**src/rtl/multi_issue_pipe_reg.sv**
```systemverilog
// Lockstep multi-lane decode->execute pipeline register with optional skid entry.
// Flush kills the requesting lane and every younger lane in all stored entries.
module multi_issue_pipe_reg #(
    parameter int LANES     = 2,
    parameter int PAYLOAD_W = 226,
    parameter int SKID      = 1
) (
    input  logic                         clk,
    input  logic                         rst_n,
    input  logic [LANES-1:0]             in_valid,
    input  logic [LANES*PAYLOAD_W-1:0]   in_payload,
    output logic                         in_ready,
    input  logic [LANES-1:0]             flush,
    output logic [LANES-1:0]             out_valid,
    output logic [LANES*PAYLOAD_W-1:0]   out_payload,
    input  logic                         out_ready,
    output logic [31:0]                  stall_cnt
);

    localparam int BW = LANES * PAYLOAD_W;

    logic [LANES-1:0] main_valid_q, main_valid_d;
    logic [BW-1:0]    main_pay_q, main_pay_d;
    logic [LANES-1:0] skid_valid_q, skid_valid_d;
    logic [BW-1:0]    skid_pay_q, skid_pay_d;
    logic             in_ready_q;
    logic [31:0]      stall_q, stall_d;
    logic [LANES-1:0] kill;
    logic             kill_run;
    logic             main_occ, skid_occ, accept;

    // Forces every lane marked invalid to carry an all-zero payload.
    function automatic logic [BW-1:0] zero_dead(input logic [LANES-1:0] v,
                                                input logic [BW-1:0]    p);
        logic [BW-1:0] r;
        r = p;
        for (int i = 0; i < LANES; i++) begin
            if (!v[i]) r[i*PAYLOAD_W +: PAYLOAD_W] = '0;
        end
        return r;
    endfunction

    always_comb begin
        kill     = '0;
        kill_run = 1'b0;
        for (int i = 0; i < LANES; i++) begin
            kill_run = kill_run | flush[i];
            kill[i]  = kill_run;
        end
    end

    assign main_occ = |main_valid_q;
    assign skid_occ = |skid_valid_q;
    assign in_ready = (SKID != 0) ? in_ready_q : (out_ready | ~main_occ);
    assign accept   = in_ready;

    always_comb begin
        main_valid_d = main_valid_q;
        main_pay_d   = main_pay_q;
        skid_valid_d = skid_valid_q;
        skid_pay_d   = skid_pay_q;

        if (SKID != 0) begin
            if (out_ready || !main_occ) begin
                // Skid is always older than anything on the input, so it drains first.
                if (skid_occ) begin
                    main_valid_d = skid_valid_q;
                    main_pay_d   = skid_pay_q;
                    skid_valid_d = '0;
                    skid_pay_d   = '0;
                end else if (accept) begin
                    main_valid_d = in_valid;
                    main_pay_d   = zero_dead(in_valid, in_payload);
                end else begin
                    main_valid_d = '0;
                    main_pay_d   = '0;
                end
            end else if (accept) begin
                skid_valid_d = in_valid;
                skid_pay_d   = zero_dead(in_valid, in_payload);
            end
        end else begin
            if (accept) begin
                main_valid_d = in_valid;
                main_pay_d   = zero_dead(in_valid, in_payload);
            end else if (out_ready) begin
                main_valid_d = '0;
                main_pay_d   = '0;
            end
        end

        main_valid_d = main_valid_d & ~kill;
        skid_valid_d = skid_valid_d & ~kill;
        main_pay_d   = zero_dead(main_valid_d, main_pay_d);
        skid_pay_d   = zero_dead(skid_valid_d, skid_pay_d);

        // A flush that empties main lets surviving skid lanes advance immediately.
        if (!(|main_valid_d) && (|skid_valid_d)) begin
            main_valid_d = skid_valid_d;
            main_pay_d   = skid_pay_d;
            skid_valid_d = '0;
            skid_pay_d   = '0;
        end

        stall_d = stall_q;
        if (main_occ && !out_ready && (stall_q != 32'hFFFF_FFFF)) begin
            stall_d = stall_q + 32'd1;
        end
    end

    always_ff @(posedge clk) begin
        if (!rst_n) begin
            main_valid_q <= '0;
            main_pay_q   <= '0;
            skid_valid_q <= '0;
            skid_pay_q   <= '0;
            in_ready_q   <= 1'b1;
            stall_q      <= '0;
        end else begin
            main_valid_q <= main_valid_d;
            main_pay_q   <= main_pay_d;
            skid_valid_q <= skid_valid_d;
            skid_pay_q   <= skid_pay_d;
            in_ready_q   <= ~(|skid_valid_d);
            stall_q      <= stall_d;
        end
    end

    assign out_valid   = main_valid_q;
    assign out_payload = main_pay_q;
    assign stall_cnt   = stall_q;

endmodule

```
**config.mk**
```make
export PLATFORM = sky130hd
export DESIGN_NAME = multi_issue_pipe_reg
export DESIGN_NICKNAME = d
export VERILOG_FILES = /design/src/rtl/multi_issue_pipe_reg.sv
export SDC_FILE = /design/constraint.sdc
export NUM_CORES = 2
export LEC_CHECK = 0
export ABC_AREA = 1
export BUFFER_PORTS_ARGS = -buffer_cell sky130_fd_sc_hd__buf_2
export CORE_AREA = 10 10 362 364
export CTS_BUF_LIST = sky130_fd_sc_hd__clkbuf_4 sky130_fd_sc_hd__clkbuf_8 sky130_fd_sc_hd__clkbuf_16
export DETAILED_ROUTE_END_ITERATION = 10
export DIE_AREA = 0 0 372 374
export PLACE_DENSITY = 0.7
export SLEW_MARGIN = 20
export SYNTH_ARGS = -nofsm -noshare
export SYNTH_HDL_FRONTEND = slang
export SYNTH_SLANG_ARGS = --single-unit
```
**constraint.sdc**
```tcl
create_clock -name clk -period 2 [get_ports clk]
set_input_delay 0.6 -clock clk [delete_from_list [all_inputs] [get_ports clk]]
set_output_delay 0.6 -clock clk [all_outputs]
set_load 0.03 [all_outputs]
```
* Word-level counts from Yosys, hierarchy flattened
Cells that the tools add are included.
** Storage, ports and cells
- Input bits :: 459
- Bits in registers :: 941
** Operators by class
- Reduce and logical (&&, ||, !) cells :: 13
- Multiplexer cells :: 21
- Equality and inequality tests :: 3
- Bitwise gates (word level) :: 6
- Add/sub/neg operators :: 1
** Operator list (number)
- 452-bit two-way mux :: 7
- 226-bit two-way mux :: 6
- 32-bit by 1-bit adder with 32-bit output (second input constant) :: 1
- 32-bit != test (second input constant) :: 1
- 2-bit two-way mux :: 8
- 2-bit OR reduction :: 6
- 3-bit by 2-bit != test with 1-bit output (second input constant) :: 2
- 2-bit bitwise AND :: 2
- 1-bit logical AND :: 3
- 1-bit zero test :: 3
- 1-bit inverter :: 2
- 2-bit inverter :: 1
- 1-bit logical OR :: 1
- 1-bit OR :: 1

* Depth between registers and ports, before layout
- Depth after elaboration :: 11
- Depth in mapped cells :: 11
- Gate-level depth less buffers :: 10

* Least setup slack after synthesis
Ideal clock, no wire load.
- Path kind :: register to register
- Start point :: reg stall_q[0], in the netlist stall_cnt[0]
- End point :: reg stall_q[21], in the netlist stall_cnt[21]
- Library setup time :: 0.132 ns
- Cell stages (with the launch flop) :: 12
- Buffers on the path :: 1
- Data arrival time :: 1.960 ns
- Slack :: -0.092 ns
- Cells stage by stage :: dfxtp_1 > ha_1 > inv_1 > nor2_2 > nand2_1 > nor2_1 > nand2_1 > nand2_2 > inv_2 > clkbuf_1 > nand2_1 > a21oi_1
** On the way
- Longest elaborated chain between the ends :: 2
- Elaborated cells between the ends (all ways) :: 3
- Those cells by class :: add/sub: 1; eq/ne: 1; reduce/logical: 1
** RTL lines
- start: declaration :: line 27 : logic [31:0] stall_q, stall_d;
- start signal: assignment :: line 125 : stall_q <= stall_d;
- branches (longest 2 deep; another with 32-bit by 1-bit adder with 32-bit output)
Several ways; the timed one is not identified.
A chain may end at the register's enable or synchronous reset.

* Worst setup path in the final report
- Start point :: reg main_valid_q[0], in the netlist out_valid[0]
- End point :: reg main_pay_q[241], in the netlist out_payload[241]
** On the way
- Longest elaborated chain between the ends :: 9
- Elaborated cells between the ends (all ways) :: 16
- Those cells by class :: eq/ne: 1; mux: 6; bitwise: 2; reduce/logical: 7
** RTL lines
- start: declaration :: line 22 : logic [LANES-1:0] main_valid_q, main_valid_d;
- start signal: assignment :: line 120 : main_valid_q <= main_valid_d;
- 2-bit OR reduction :: line 52 : assign main_occ = |main_valid_q;
- 1-bit zero test :: line 64 : if (out_ready || !main_occ) begin
- 1-bit logical OR :: line 64
- 2-bit two-way mux :: line 64
- 2-bit bitwise AND :: line 92 : main_valid_d = main_valid_d & ~kill;
- 2-bit OR reduction :: line 98 : if (!(|main_valid_d) && (|skid_valid_d)) begin
- 1-bit zero test :: line 98
- 1-bit logical AND :: line 98
- 3-bit by 2-bit != test with 1-bit output (no source line) or 452-bit two-way mux (tied branches)
- end signal: assignment :: line 121 : main_pay_q <= main_pay_d;
- end: declaration :: line 23 : logic [BW-1:0] main_pay_q, main_pay_d;
Parallel ways exist; a longest one is shown, timed or not.

==> metrics.md <==
| Metric | Value |
|---|---|
| Run status | finished clean |
| Clock buffer count from CTS | just over 100 |
| Worst Min Path Start | in_payload[325] |
| Share of post-route cells with drive strength above 1 | between 20% and 30% |
| Worst setup EP type | flop |
| Detailed-route wire length per cell | 20.8 µm |
| Number of max-slew violations in the final report | 0 |
| Number of fill cells | ~12k |
| Number of warnings reported in the yosys synthesis log | 0 |
| Final Wtd Congestion | a little over 0.9 |
| Filler-free cell count of the finished design | 8,807 |
| Width of the die | ~370 µm |
| Cell with the largest stage delay on the worst path | sky130_fd_sc_hd__dfxtp_2 |
| CTS sink cnt | approximately 940 |
| Worst-case clock buffer depth | 3 |
| Fin crit period | 1.97 ns |
| Average instance area after synthesis | 7.01 µm² |
| Initial antenna violation count | 15 |
| Total Die Area | 139,000 µm² |
| Sequential fraction of the synthesis area | 43.1% |
| Height of the die | 374 µm |
| Category of the most critical setup path | flop to flop |
| Global-route usage over all layers | 24.5% |
| Area growth from synthesis to layout | 30.5% |
| Syn_nets | roughly 6.7k |
| Critical Path AT | 2.60 ns |
| Tightest slew margin relative to the limit | between 60% and 70% |
| Largest stage delay, worst path | 0.34 ns |
| Number of global-route vias before repair | 45.9k |
| Worst r2r dst | out_payload[241] |
| Cell at the root of the clock tree | sky130_fd_sc_hd__clkbuf_16 |
| HPWL reported at the end of detailed placement | 129,000 µm |
| Leakage | 25.2 nW |
| Critical path buffers and inverters | 5 |
| Row Count | about 130 |
| Global-route wire length before repair | 275,000 µm |
| Setup repair after global routing missed its margin | yes |
| Type of element launching the critical path | flop |
| Number of enable flip-flop cells after synthesis | 0 |
| Max FO, Critical Path | 22 |
| Reg2Reg Depth | 10 |
| Critical Path RT | 2.63 ns |
| Number of nets still failing antenna checks after routing | 0 |
| Clock Latency Late Sink | 0.73 ns |
| Std-Cell Core Area | 123,000 µm² |
| Routed via count | 49.4k |
| Worst setup path startpoint | out_valid[0] |
| WHS Path Cells | 3 |
| Class of the worst hold path | primary input to flop |
| Post-route clock period utilization | between 90% and 100% |
| Level count of the clock H-tree | 3 |
| Setup slack of the most critical reg-to-reg path | approximately 0.033 ns |
| Cell area after synthesis | 43,700 µm² |
| Initial core utilization | 35.5% |
| Drt via density | 5.61 |
| Number of cells after detailed placement | 8,599 |
| Power Dens Cells | 798 nW/µm² |
| First-pass iteration count of the detailed router | 7 |
| Clock slew seen by the registers of the worst setup and hold paths | about 0.060 ns |
| Cell type contributing the most total cell area after synthesis | sky130_fd_sc_hd__dfxtp_1 |
| Hold Path End | skid_pay_q[325] |
| Number of setup violations in the final report | 0 |
| Max Clock Freq | around 510 MHz |
| Peak VDD IR | 716 µV |
| CTS Hold Bufs | 0 |
| Final Util | 46.3% |
| Final number of hold-violating endpoints | 0 |
| Primary FF master, synth | sky130_fd_sc_hd__dfxtp_1 |
| Top-level port count | 946 |
| Post-synthesis cell count | 6,235 |
| Commonest cells post-synth | sky130_fd_sc_hd__nand2_1 (1,079), sky130_fd_sc_hd__a21oi_1 (1,070), sky130_fd_sc_hd__dfxtp_1 (941), sky130_fd_sc_hd__o21ai_0 (909), sky130_fd_sc_hd__clkbuf_1 (480) |
| Top cell type's share of synthesized area | 43.1% |
| Clk_skew | 0.0365 ns |
| Gr ovfl total | 0 |
| Async set or reset register ratio after synthesis | 0% |
| Largest cells by area after synthesis | sky130_fd_sc_hd__dfxtp_1 (43%), sky130_fd_sc_hd__a21oi_1 (12%), sky130_fd_sc_hd__o21ai_0 (10%) |
| Starting DRT DRC Count | 4,955 |
| Final layout net count | 7,537 |
| R2R Path Start | out_valid[0] |
| Number of buffer cells added on primary ports | 945 |
| CTS tree | yes |
| Actual transition at the worst max-transition pin | 0.534 ns |
| Largest delay share family, worst path | buffers and inverters |
| Pin count of the biggest net entering global routing | 96 |
| Routed wire length | 183,000 µm |
| Number of distinct library cell variants in the gate-level netlist after synthesis | 27 |
| Dominant cell by count in the synthesized netlist | sky130_fd_sc_hd__nand2_1 |
| Drt drc | 0 |
| Critical-path cell list | buf_6 -> buf_4 -> nand3b_1 -> nand2_1 -> inv_1 -> nand2_4 -> inv_6 -> buf_4 -> o211ai_1 -> a21oi_1 |
| Critical Path Most Common Cell | sky130_fd_sc_hd__buf_4 |
| Total of flip-flops plus latches after synthesis | 941 |
| Number of max-cap violations | 0 |
-- worst min-delay path, delay by kind of cell --
kind	cells	cell delay [ns]
AO/OA/AOI/OAI	1	0.06
buffers and inverters	1	0.10
AND/OR/NAND/NOR	1	0.07
-- layout by cell type (no fill, tap or decap), drive strengths merged, types with 4 or more instances in the layout --
cell type and count:
o21ai 912, diode 4, xor2 7, nand3 23, bufinv 11, nand2 1081, clkbuf 153, inv 414
a21oi 1070, nand4 228, nor2 472, o211ai 448, clkinvlp 11, buf 1361, clkinv 19, dfxtp 941
xnor2 6
-- state kept, by name, indices dropped and copies added, names as in the netlist --
register      count
out_payload     452
stall_cnt        32
in_ready          1
skid_pay_q      452
out_valid         2
skid_valid_q      2
-- final cells by class --
| type | instances | area (µm²) | area share [%] |
|---|---|---|---|
| inverters | 411 | 1590 | 2.78 |
| clock inverters | 44 | 636 | 1.11 |
| well taps | 1637 | 2050 | 3.59 |
| multi-input cells | 4256 | 21000 | 36.8 |
| repair buffers | 1364 | 9750 | 17.1 |
| clock buffers | 150 | 3110 | 5.44 |
| diodes | 4 | 10.0 | 0.0175 |
| flip-flops and latches | 941 | 18900 | 33.2 |
-- logic make-up (layout without fill, tap and decap cells) --
group           after synthesis  count (layout)  share of synthesized area [%]
xor+xnor                     13              13                          0.260
flops                       941             941                           43.1
compound gates             2431            2431                           30.4
fa+ha+maj                     1               1                         0.0286
simple gates               1811            1811                           17.0
buf+inv                    1038            1969                           9.20
other cells                   0               4                              0
-- worst max path at each step --
stage                                   to  slack [ns]  cells past startpoint
after detailed placement  out_payload[409]       -0.31                      9
final                     out_payload[241]        0.03                     10
after global placement      skid_pay_q[26]       -0.26                     10
after floorplan            skid_pay_q[421]        0.03                      7
after global routing        skid_pay_q[58]       -0.04                     10
after CTS                     out_valid[0]       -0.01                      2
-- through the flow --
stage          worst slack, ns  cell area, µm²  total power [mW]  hold WS [ns]  TNS (ns)
4_1_cts                -0.0138           56900              45.7        0.0746   -0.0138
3_5_place_dp            -0.308           52500              25.0         0.511   -166.30
5_1_grt                -0.0359           57000              47.0         0.115     -1.14
6_report                0.0327           57100              45.5         0.149         0
2_1_floorplan           0.0273           43700              22.6         0.514         0
3_3_place_gp            -0.264           52500              25.0         0.506   -138.27
-- power breakdown --
| part | total [mW] | switching, mW | internal (mW) | leakage [nW] |
|---|---|---|---|---|
| Clock | 20.7 | 8.45 | 12.3 | 1.83 |
| Combinational | 5.47 | 3.56 | 1.91 | 15.7 |
| Sequential | 19.3 | 0.251 | 19.1 | 7.64 |
-- layer usage --
metal | global-route usage, % | part of all wire (%) | up-vias
li1 | - | - | 23000
met1 | 30.6 | 39 | 23300
met2 | 39.3 | 46 | 2576
met3 | 5.25 | 9.3 | 454
met4 | 12.7 | 5.5 | 10
met5 | 0 | 0.040 | -
-- what timing repair did --
item | CTS | global route
endpoints found under the hold margin | 0 | 0
setup endpoints to repair | 281 | 162
cloned | 0 | 2
pin swaps | 1 | 8
gates resized for setup | 252 | 26
buffers inserted | 8 | 0
Note: power is estimated with default switching activity, not from simulation.
